--- src/rtl/hpdmc_rdcapture_if.sv ---
// Output word stream of the HPDMC read-capture block: ready/valid handshake
// carrying one packed beat pair plus its end-of-burst tag.
interface hpdmc_rdcapture_if #(
    parameter int unsigned DQ_WIDTH = 32
);
    logic [2*DQ_WIDTH-1:0] out_data;
    logic                  out_valid;
    logic                  out_last;
    logic                  out_ready;

    modport master (
        output out_data,
        output out_valid,
        output out_last,
        input  out_ready
    );

    modport slave (
        input  out_data,
        input  out_valid,
        input  out_last,
        output out_ready
    );
endinterface

--- src/rtl/hpdmc_rdcapture.sv ---
// HPDMC read-data capture: schedules capture cycles after each READ issue,
// packs beat pairs into words and buffers them in a first-word-fall-through FIFO.
module hpdmc_rdcapture #(
    parameter int unsigned DQ_WIDTH = 32,
    parameter int unsigned BEATS    = 4,
    parameter int unsigned LAT_W    = 4,
    parameter int unsigned FIFO_AW  = 3
) (
    input  logic                sys_clk,
    input  logic                sys_rst_n,
    input  logic [DQ_WIDTH-1:0] q0,
    input  logic [DQ_WIDTH-1:0] q1,
    input  logic                rd_issue,
    input  logic [LAT_W-1:0]    cfg_lat,
    input  logic                cfg_swap,
    input  logic                clr_err,
    hpdmc_rdcapture_if.master   out,
    output logic                busy,
    output logic                overflow,
    output logic                collision
);
    localparam int unsigned SLOTS  = BEATS / 2;
    localparam int unsigned DL_LEN = (2 ** LAT_W) + SLOTS;
    localparam int unsigned DEPTH  = 2 ** FIFO_AW;
    localparam int unsigned HOLD_W = $clog2(SLOTS) + 1;
    localparam int unsigned EW     = 2 * DQ_WIDTH + 1;

    localparam logic [DL_LEN-1:0]  CAP_BASE  = DL_LEN'((1 << SLOTS) - 1);
    localparam logic [DL_LEN-1:0]  LAST_BASE = DL_LEN'(1) << (SLOTS - 1);
    localparam logic [FIFO_AW:0]   FULL_CNT  = (FIFO_AW + 1)'(DEPTH);

    // Scheduling state
    logic [DL_LEN-1:0] cap_line;
    logic [DL_LEN-1:0] last_line;
    logic [HOLD_W-1:0] hold;
    logic [LAT_W-1:0]  sh_lat;
    logic              sh_swap;

    logic              accept;
    logic              reject;
    logic [LAT_W-1:0]  eff_lat;
    logic [DL_LEN-1:0] cap_mask;
    logic [DL_LEN-1:0] last_mask;

    // FIFO state
    logic [EW-1:0]      mem [DEPTH];
    logic [FIFO_AW-1:0] wr_ptr;
    logic [FIFO_AW-1:0] rd_ptr;
    logic [FIFO_AW:0]   count;

    logic                  capture;
    logic                  cap_last;
    logic [2*DQ_WIDTH-1:0] cap_word;
    logic                  full;
    logic                  pop;
    logic                  push_ok;
    logic                  drop;

    assign busy    = |cap_line;
    assign accept  = rd_issue && (hold == '0);
    assign reject  = rd_issue && !accept;
    assign eff_lat = busy ? sh_lat : cfg_lat;

    // Bit n of the delay line means "capture on the (n+1)-th edge from now".
    assign cap_mask  = CAP_BASE << eff_lat;
    assign last_mask = LAST_BASE << eff_lat;

    always_ff @(posedge sys_clk or negedge sys_rst_n) begin
        if (!sys_rst_n) begin
            cap_line  <= '0;
            last_line <= '0;
            hold      <= '0;
            sh_lat    <= '0;
            sh_swap   <= 1'b0;
        end else begin
            cap_line  <= (cap_line  >> 1) | (accept ? cap_mask  : '0);
            last_line <= (last_line >> 1) | (accept ? last_mask : '0);
            if (accept)
                hold <= HOLD_W'(SLOTS - 1);
            else if (hold != '0)
                hold <= hold - 1'b1;
            if (accept && !busy) begin
                sh_lat  <= cfg_lat;
                sh_swap <= cfg_swap;
            end
        end
    end

    assign capture  = cap_line[0];
    assign cap_last = last_line[0];
    assign cap_word = sh_swap ? {q0, q1} : {q1, q0};

    assign full    = (count == FULL_CNT);
    assign pop     = out.out_valid && out.out_ready;
    assign push_ok = capture && (!full || pop);
    assign drop    = capture && full && !pop;

    always_ff @(posedge sys_clk) begin
        if (push_ok)
            mem[wr_ptr] <= {cap_last, cap_word};
    end

    always_ff @(posedge sys_clk or negedge sys_rst_n) begin
        if (!sys_rst_n) begin
            wr_ptr <= '0;
            rd_ptr <= '0;
            count  <= '0;
        end else begin
            if (push_ok)
                wr_ptr <= wr_ptr + 1'b1;
            if (pop)
                rd_ptr <= rd_ptr + 1'b1;
            case ({push_ok, pop})
                2'b10:   count <= count + 1'b1;
                2'b01:   count <= count - 1'b1;
                default: count <= count;
            endcase
        end
    end

    // An error event on the same edge as clr_err takes priority.
    always_ff @(posedge sys_clk or negedge sys_rst_n) begin
        if (!sys_rst_n) begin
            overflow  <= 1'b0;
            collision <= 1'b0;
        end else begin
            if (drop)
                overflow <= 1'b1;
            else if (clr_err)
                overflow <= 1'b0;
            if (reject)
                collision <= 1'b1;
            else if (clr_err)
                collision <= 1'b0;
        end
    end

    // Memory is not reset, so the head entry is masked while the FIFO is empty.
    assign out.out_valid = (count != '0);
    assign out.out_data  = out.out_valid ? mem[rd_ptr][2*DQ_WIDTH-1:0] : '0;
    assign out.out_last  = out.out_valid ? mem[rd_ptr][EW-1] : 1'b0;
endmodule

--- src/flat_wrapper.sv ---
// flat-port wrapper written by rule: the top's interface ports become plain ports
module hpdmc_rdcapture_flat 
#(
    parameter int unsigned DQ_WIDTH = 32,
    parameter int unsigned BEATS    = 4,
    parameter int unsigned LAT_W    = 4,
    parameter int unsigned FIFO_AW  = 3
)
  (sys_clk, sys_rst_n, q0, q1, rd_issue, cfg_lat, cfg_swap, clr_err, busy, overflow, collision, out_out_data, out_out_valid, out_out_last, out_out_ready);
  hpdmc_rdcapture_if #(.DQ_WIDTH(DQ_WIDTH)) out_i ();
  input  logic sys_clk;
  input  logic sys_rst_n;
  input  logic [DQ_WIDTH-1:0] q0;
  input  logic [DQ_WIDTH-1:0] q1;
  input  logic rd_issue;
  input  logic [LAT_W-1:0] cfg_lat;
  input  logic cfg_swap;
  input  logic clr_err;
  output logic busy;
  output logic overflow;
  output logic collision;
  output wire logic [$bits(out_i.out_data)-1:0] out_out_data;
  output wire logic [$bits(out_i.out_valid)-1:0] out_out_valid;
  output wire logic [$bits(out_i.out_last)-1:0] out_out_last;
  input wire logic [$bits(out_i.out_ready)-1:0] out_out_ready;
  assign out_out_data = out_i.out_data;
  assign out_out_valid = out_i.out_valid;
  assign out_out_last = out_i.out_last;
  assign out_i.out_ready = out_out_ready;
  hpdmc_rdcapture #(.DQ_WIDTH(DQ_WIDTH), .BEATS(BEATS), .LAT_W(LAT_W), .FIFO_AW(FIFO_AW)) u_core (.sys_clk(sys_clk), .sys_rst_n(sys_rst_n), .q0(q0), .q1(q1), .rd_issue(rd_issue), .cfg_lat(cfg_lat), .cfg_swap(cfg_swap), .clr_err(clr_err), .out(out_i), .busy(busy), .overflow(overflow), .collision(collision));
endmodule
--- config.mk ---
export PLATFORM = sky130hd
export DESIGN_NAME = hpdmc_rdcapture_flat
export DESIGN_NICKNAME = d
export VERILOG_FILES = /design/src/rtl/hpdmc_rdcapture_if.sv /design/src/rtl/hpdmc_rdcapture.sv /design/src/flat_wrapper.sv
export SDC_FILE = /design/constraint.sdc
export NUM_CORES = 1
export LEC_CHECK = 0
export CORE_UTILIZATION = 39
export CTS_CLUSTER_SIZE = 28
export DETAILED_ROUTE_END_ITERATION = 10
export GPL_ROUTABILITY_DRIVEN = 1
export PLACE_DENSITY_LB_ADDON = 0.12
export SLEW_MARGIN = 40
export SYNTH_ARGS = -nofsm -noshare
export SYNTH_HDL_FRONTEND = slang
export SYNTH_SLANG_ARGS = --single-unit
--- constraint.sdc ---
create_clock -name sys_clk -period 10 [get_ports sys_clk]
set_input_delay 1 -clock sys_clk [delete_from_list [all_inputs] [get_ports sys_clk]]
set_output_delay 1 -clock sys_clk [all_outputs]
set_load 0.005 [all_outputs]
### Word level (Yosys, flattened, before mapping)

Memory sizes are Yosys's and may differ from the RTL's.
Cells that the tools add are included.

* memories: 1
* input bits: 74
* memory bits (writable): 520
* register bits: 55
* output and inout port bits: 69
* latch bits: 0
* word-level logic and storage cells: 57
* bits in read-only memories: 0

* reductions and logical operators: 20
* bitwise operators: 2
* div/mod/pow operators: 0
* multiplexer cells: 14
* shift operators: 2
* $lt $le $gt $ge: 0
* add/subtract/negate cells: 5
* $mul: 0
* equality and inequality tests: 3

Memories
* u_core.mem: words 8, width 65, read ports 1, clocked after Yosys merged registers in 0, write ports 1, line hpdmc_rdcapture.sv:46 `logic [EW-1:0] mem [DEPTH];`

Operators with widths (count)
* $mux W64: 2
* $mux W18: 2
* $or A17 B18 Y18: 2
* $shl A2 B4 Y18 const A: 2
* $reduce_or A18 Y1: 1
* $reduce_bool A2 Y1: 5
* $pmux W4 S2: 1
* $logic_and A1 B1 Y1: 7
* $add A3 B1 Y3 const B: 2
* $mux W1: 6
* $add A4 B1 Y4 const B: 1
* $eq A4 B4 Y1 const B: 1
* $logic_not A1 Y1: 4
* $mux W2: 2
* $mux W4: 1
* $reduce_bool A4 Y1: 1
* $sub A4 B1 Y4 const B: 1
* $eq A2 B1 Y1 const B: 1
* $eq A2 B2 Y1 const B: 1
* $logic_not A2 Y1: 1
* $sub A2 B1 Y2 const B: 1
* $logic_or A1 B1 Y1: 1

### Longest topological paths before layout

* depth after elaboration: 6
* depth in mapped cells: 12
* gate-level depth less buffers: 12

### Least setup slack after synthesis

OpenSTA, ideal clock, no wires.

* path kind: input-to-reg
* start: in out_out_ready
* end: mem u_core.mem[1][0] in the netlist's numbering, enable pin
* required time: 9.432 ns
* setup time: 0.568 ns
* data arrival time: 5.941 ns
* stages: 4
* path buffers: 0
* path slack: 3.491 ns
* cells stage by stage: nand2b_1 -> o21ai_1 -> or2_1 -> nor3_1

* word-level cells in the longest chain between the ends: 5

RTL lines
* start, declared: line flat_wrapper.sv:25 `input wire logic [$bits(out_i.out_ready)-1:0] out_out_ready;`
* $logic_and A1 B1 Y1: line hpdmc_rdcapture.sv:94 `assign pop = out.out_valid && out.out_ready;`
* $logic_or A1 B1 Y1: line hpdmc_rdcapture.sv:95 `assign push_ok = capture && (!full || pop);`
* $logic_and A1 B1 Y1: line hpdmc_rdcapture.sv:95
* $mux W1: line hpdmc_rdcapture.sv:99 `if (push_ok)`
* $mux W1 (implied by the code): line hpdmc_rdcapture.sv:100 `mem[wr_ptr] <= {cap_last, cap_word};`
* end, declared: line hpdmc_rdcapture.sv:46

No other way between the ends.

### Worst setup path after layout

* start: reg u_core.rd_ptr[1]
* end: out out_out_data[36]

* word-level cells in the longest chain between the ends: 2

RTL lines
* start, declared: line hpdmc_rdcapture.sv:48 `logic [FIFO_AW-1:0] rd_ptr;`
* start signal, assigned: line hpdmc_rdcapture.sv:112 `rd_ptr <= rd_ptr + 1'b1;`
* $mem_v2 Z8 W65
* $mux W64: line hpdmc_rdcapture.sv:140 `assign out.out_data = out.out_valid ? mem[rd_ptr][2*DQ_WIDTH-1:0] : '0;`
* end, declared: line flat_wrapper.sv:22 `output wire logic [$bits(out_i.out_data)-1:0] out_out_data;`

No other way between the ends.

==> results.tsv <==
metric	value	unit
Hold EP	u_core.last_line[0]	
Crit-path slowest cell	dfrtp_4	
R2R Setup Slk	6830	ps
Routed WL	52.6	mm
RR Startpoint	u_core.cap_line[12]	
clk slew on worst S/H paths	60	ps
initial DRC count	746	
setup TNS	0	ps
slowest stage delay, CP	610	ps
syn nets	1236	
layout cells sized above 1	19.6	%
largest net degree at the start of global routing	84	
fmax	0.215	GHz
Least-Margin Pin Slew	872	ps
Buffers on Ports	142	
grt total ovfl	0	
Total Power	8540	uW
Root Buffer Master	clkbuf_16	
predominant post-synthesis flop cell	edfxtp_1	
Tot GR Track Use	17.9	%
Setup Skew	6.63	ps
Initial Utilization	39.7	%
Rel. slew slack	41.8	%
Mean Syn Cell Area	20.0	sq um
die area	60200	sq um
commonest non-fill, non-tap cell in the layout	edfxtp_1	
CP Capture Type	output port	
clock tree buffer depth	3	
WHS Path Cells	0	
Die Y	245	um
FF/Latch Area	16900	sq um
vias per cell	5.35	
Antenna Violating Nets Remaining	0	
DR WL/cell	24.7	um
critical-path maximum fanout	58	
Yosys cell types	42	
io pins	143	
VDD IR-drop max	0.000163	V
Rows	88	
Fin. Hold Viols	0	
post-route clock period utilization	46.4	%
Tightest Hold Check Type	flop to flop	
setup bufs post-CTS	0	
worst path cell trace	buf_6 -> buf_6 -> mux4_2 -> mux2i_1 -> nor2_1 -> clkdlybuf4s50_1	
static leakage	0.00905	uW
Design Area, Final	27300	sq um
DP HPWL	29.2	mm
YS warnings	0	
reg2reg path depth	8	
CTS sink cnt	572	
most frequent CP cell	buf_6	
clock latency on the worst-skew pair	600	ps
worst path bufs/invs	3	
TritonCTS Buffers	58	
Core Region	58100	sq um
required time of the critical path	9000	ps
P&R area growth vs syn	18.3	%
post-synthesis sequential area ratio	73.2	%
status	finished, final reports clean	
pre-CTS setup slack	5860	ps
Fillers	4929	
initial antenna violation count	0	
CTS H-tree depth	2	
area of the mapped netlist	23100	sq um
final core occ	47.0	%
first-pass GRT wire length	79.2	mm
Placed Instance Area	25600	sq um
area of the multi-input gates	5910	sq um
Residual DRC	0	
Synth async-reset ratio	9.09	%
CTS tree	done	
min Tclk post-route	4640	ps
crit-path leading delay family	buffers and inverters	
commonest cells after routing, fill and taps aside	edfxtp_1 (520), clkdlybuf4s50_1 (141), mux4_2 (130)	
Pwr per Cell Area	312	nW/um^2
Crit Path Class	flop to output port	
Layout Nets	1398	
#FFs+latches synth	572	
Pins Over Slew Limit	0	
Placer Congestion	0.771	
Detailed Routing Iterations Pass 1	5	
EDFF count, synth	520	
vias in the first global route	12300	
RSZ-0062 raised after global routing	no	
Worst EP arrival	3640	ps
setup ws final	5360	ps
die width	245	um
total vias in the final route	11400	
Ant. Diodes	0	
startpoint types	flop	
hold buffers post-CTS	0	
post-CTS resize count	0	
setup violators final	0	
# Max-Cap Violations	0	
cell count after synthesis	1153	
Hold Startpoint	u_core.last_line[1]	
worst reg2reg path endpoint	u_core.cap_line[4]	
==> power by group <==
part           switching (uW)  internal (uW)
Clock                     883           1160
Combinational            1510           1440
Sequential                244           3310
==> cell type report <==
class | count | share of cell area, %
tap | 765 | 3.50
sequential | 572 | 62.0
multi-input combinational | 503 | 21.6
clock buffer | 80 | 5.80
clock inverter | 29 | 0.710
timing repair buffer | 170 | 6.28
inverter | 10 | 0.137
==> metal layers <==
metal	global-route usage, %	wire length [um]	vias up	share of wire (%)
met5	0	0	-	0
met1	25.7	24300	6066	46
met3	3.32	2440	63	4.6
met4	3.54	731	0	1.4
li1	-	-	5058	-
met2	28.5	25200	212	48
==> state kept, by name (all words and copies together) (netlist names) <==
register / flops
u_core.last_line: 16
u_core.cap_line: 17
u_core.count: 4
u_core.rd_ptr: 3
u_core.wr_ptr: 3
u_core.overflow: 1
u_core.sh_swap: 1
u_core.collision: 1
u_core.hold: 2
u_core.sh_lat: 4
u_core.mem: 520
==> worst max-delay path by stage <==
stage	from	endpoint	slack, ps	depth (start not counted)
6_report	u_core.rd_ptr[1]	out_out_data[36]	5360	6
3_3_place_gp	u_core.rd_ptr[1]	out_out_data[2]	5410	6
2_1_floorplan	out_out_ready	u_core.mem[1][0]	3490	4
4_1_cts	u_core.rd_ptr[1]	out_out_last	5210	6
3_5_place_dp	out_out_ready	u_core.mem[5][46]	5860	6
5_1_grt	u_core.rd_ptr[1]	out_out_data[54]	5150	6
==> stage by stage <==
stage	instances	hold slack [ps]
2_1_floorplan	1153	331
3_3_place_gp	2015	334
3_5_place_dp	2020	335
4_1_cts	2129	349
5_1_grt	2129	355
6_report	2129	348
==> cell usage after synthesis (all sizes together), types with 5 or more instances <==
library cell | count | area share (%)
edfxtp | 520 | 68
mux4 | 130 | 13
nor2 | 86 | 1.4
mux2 | 75 | 3.7
mux2i | 68 | 2.9
dfrtp | 52 | 5.6
buf | 35 | 0.76
clkbuf | 33 | 0.54
a311o | 30 | 1.3
nor4 | 27 | 0.73
nand2 | 13 | 0.21
inv | 10 | 0.16
ha | 9 | 0.49
nand2b | 8 | 0.22
o21ai | 6 | 0.13
and2 | 5 | 0.14
nor2b | 5 | 0.14
nor3 | 5 | 0.13
==> cells by family (layout without fill, tap and decap cells) <==
logic type | count (synthesis) | in the layout | synth area share, %
XOR/XNOR | 7 | 7 | 0.265
buffers and inverters | 78 | 289 | 1.46
flip-flops | 572 | 572 | 73.2
adder cells (fa/ha/maj) | 9 | 9 | 0.487
AND/OR/NAND/NOR | 169 | 169 | 3.56
AO/OA/AOI/OAI | 45 | 45 | 1.71
multiplexers | 273 | 273 | 19.3
Power figures use the tool's default switching activity.
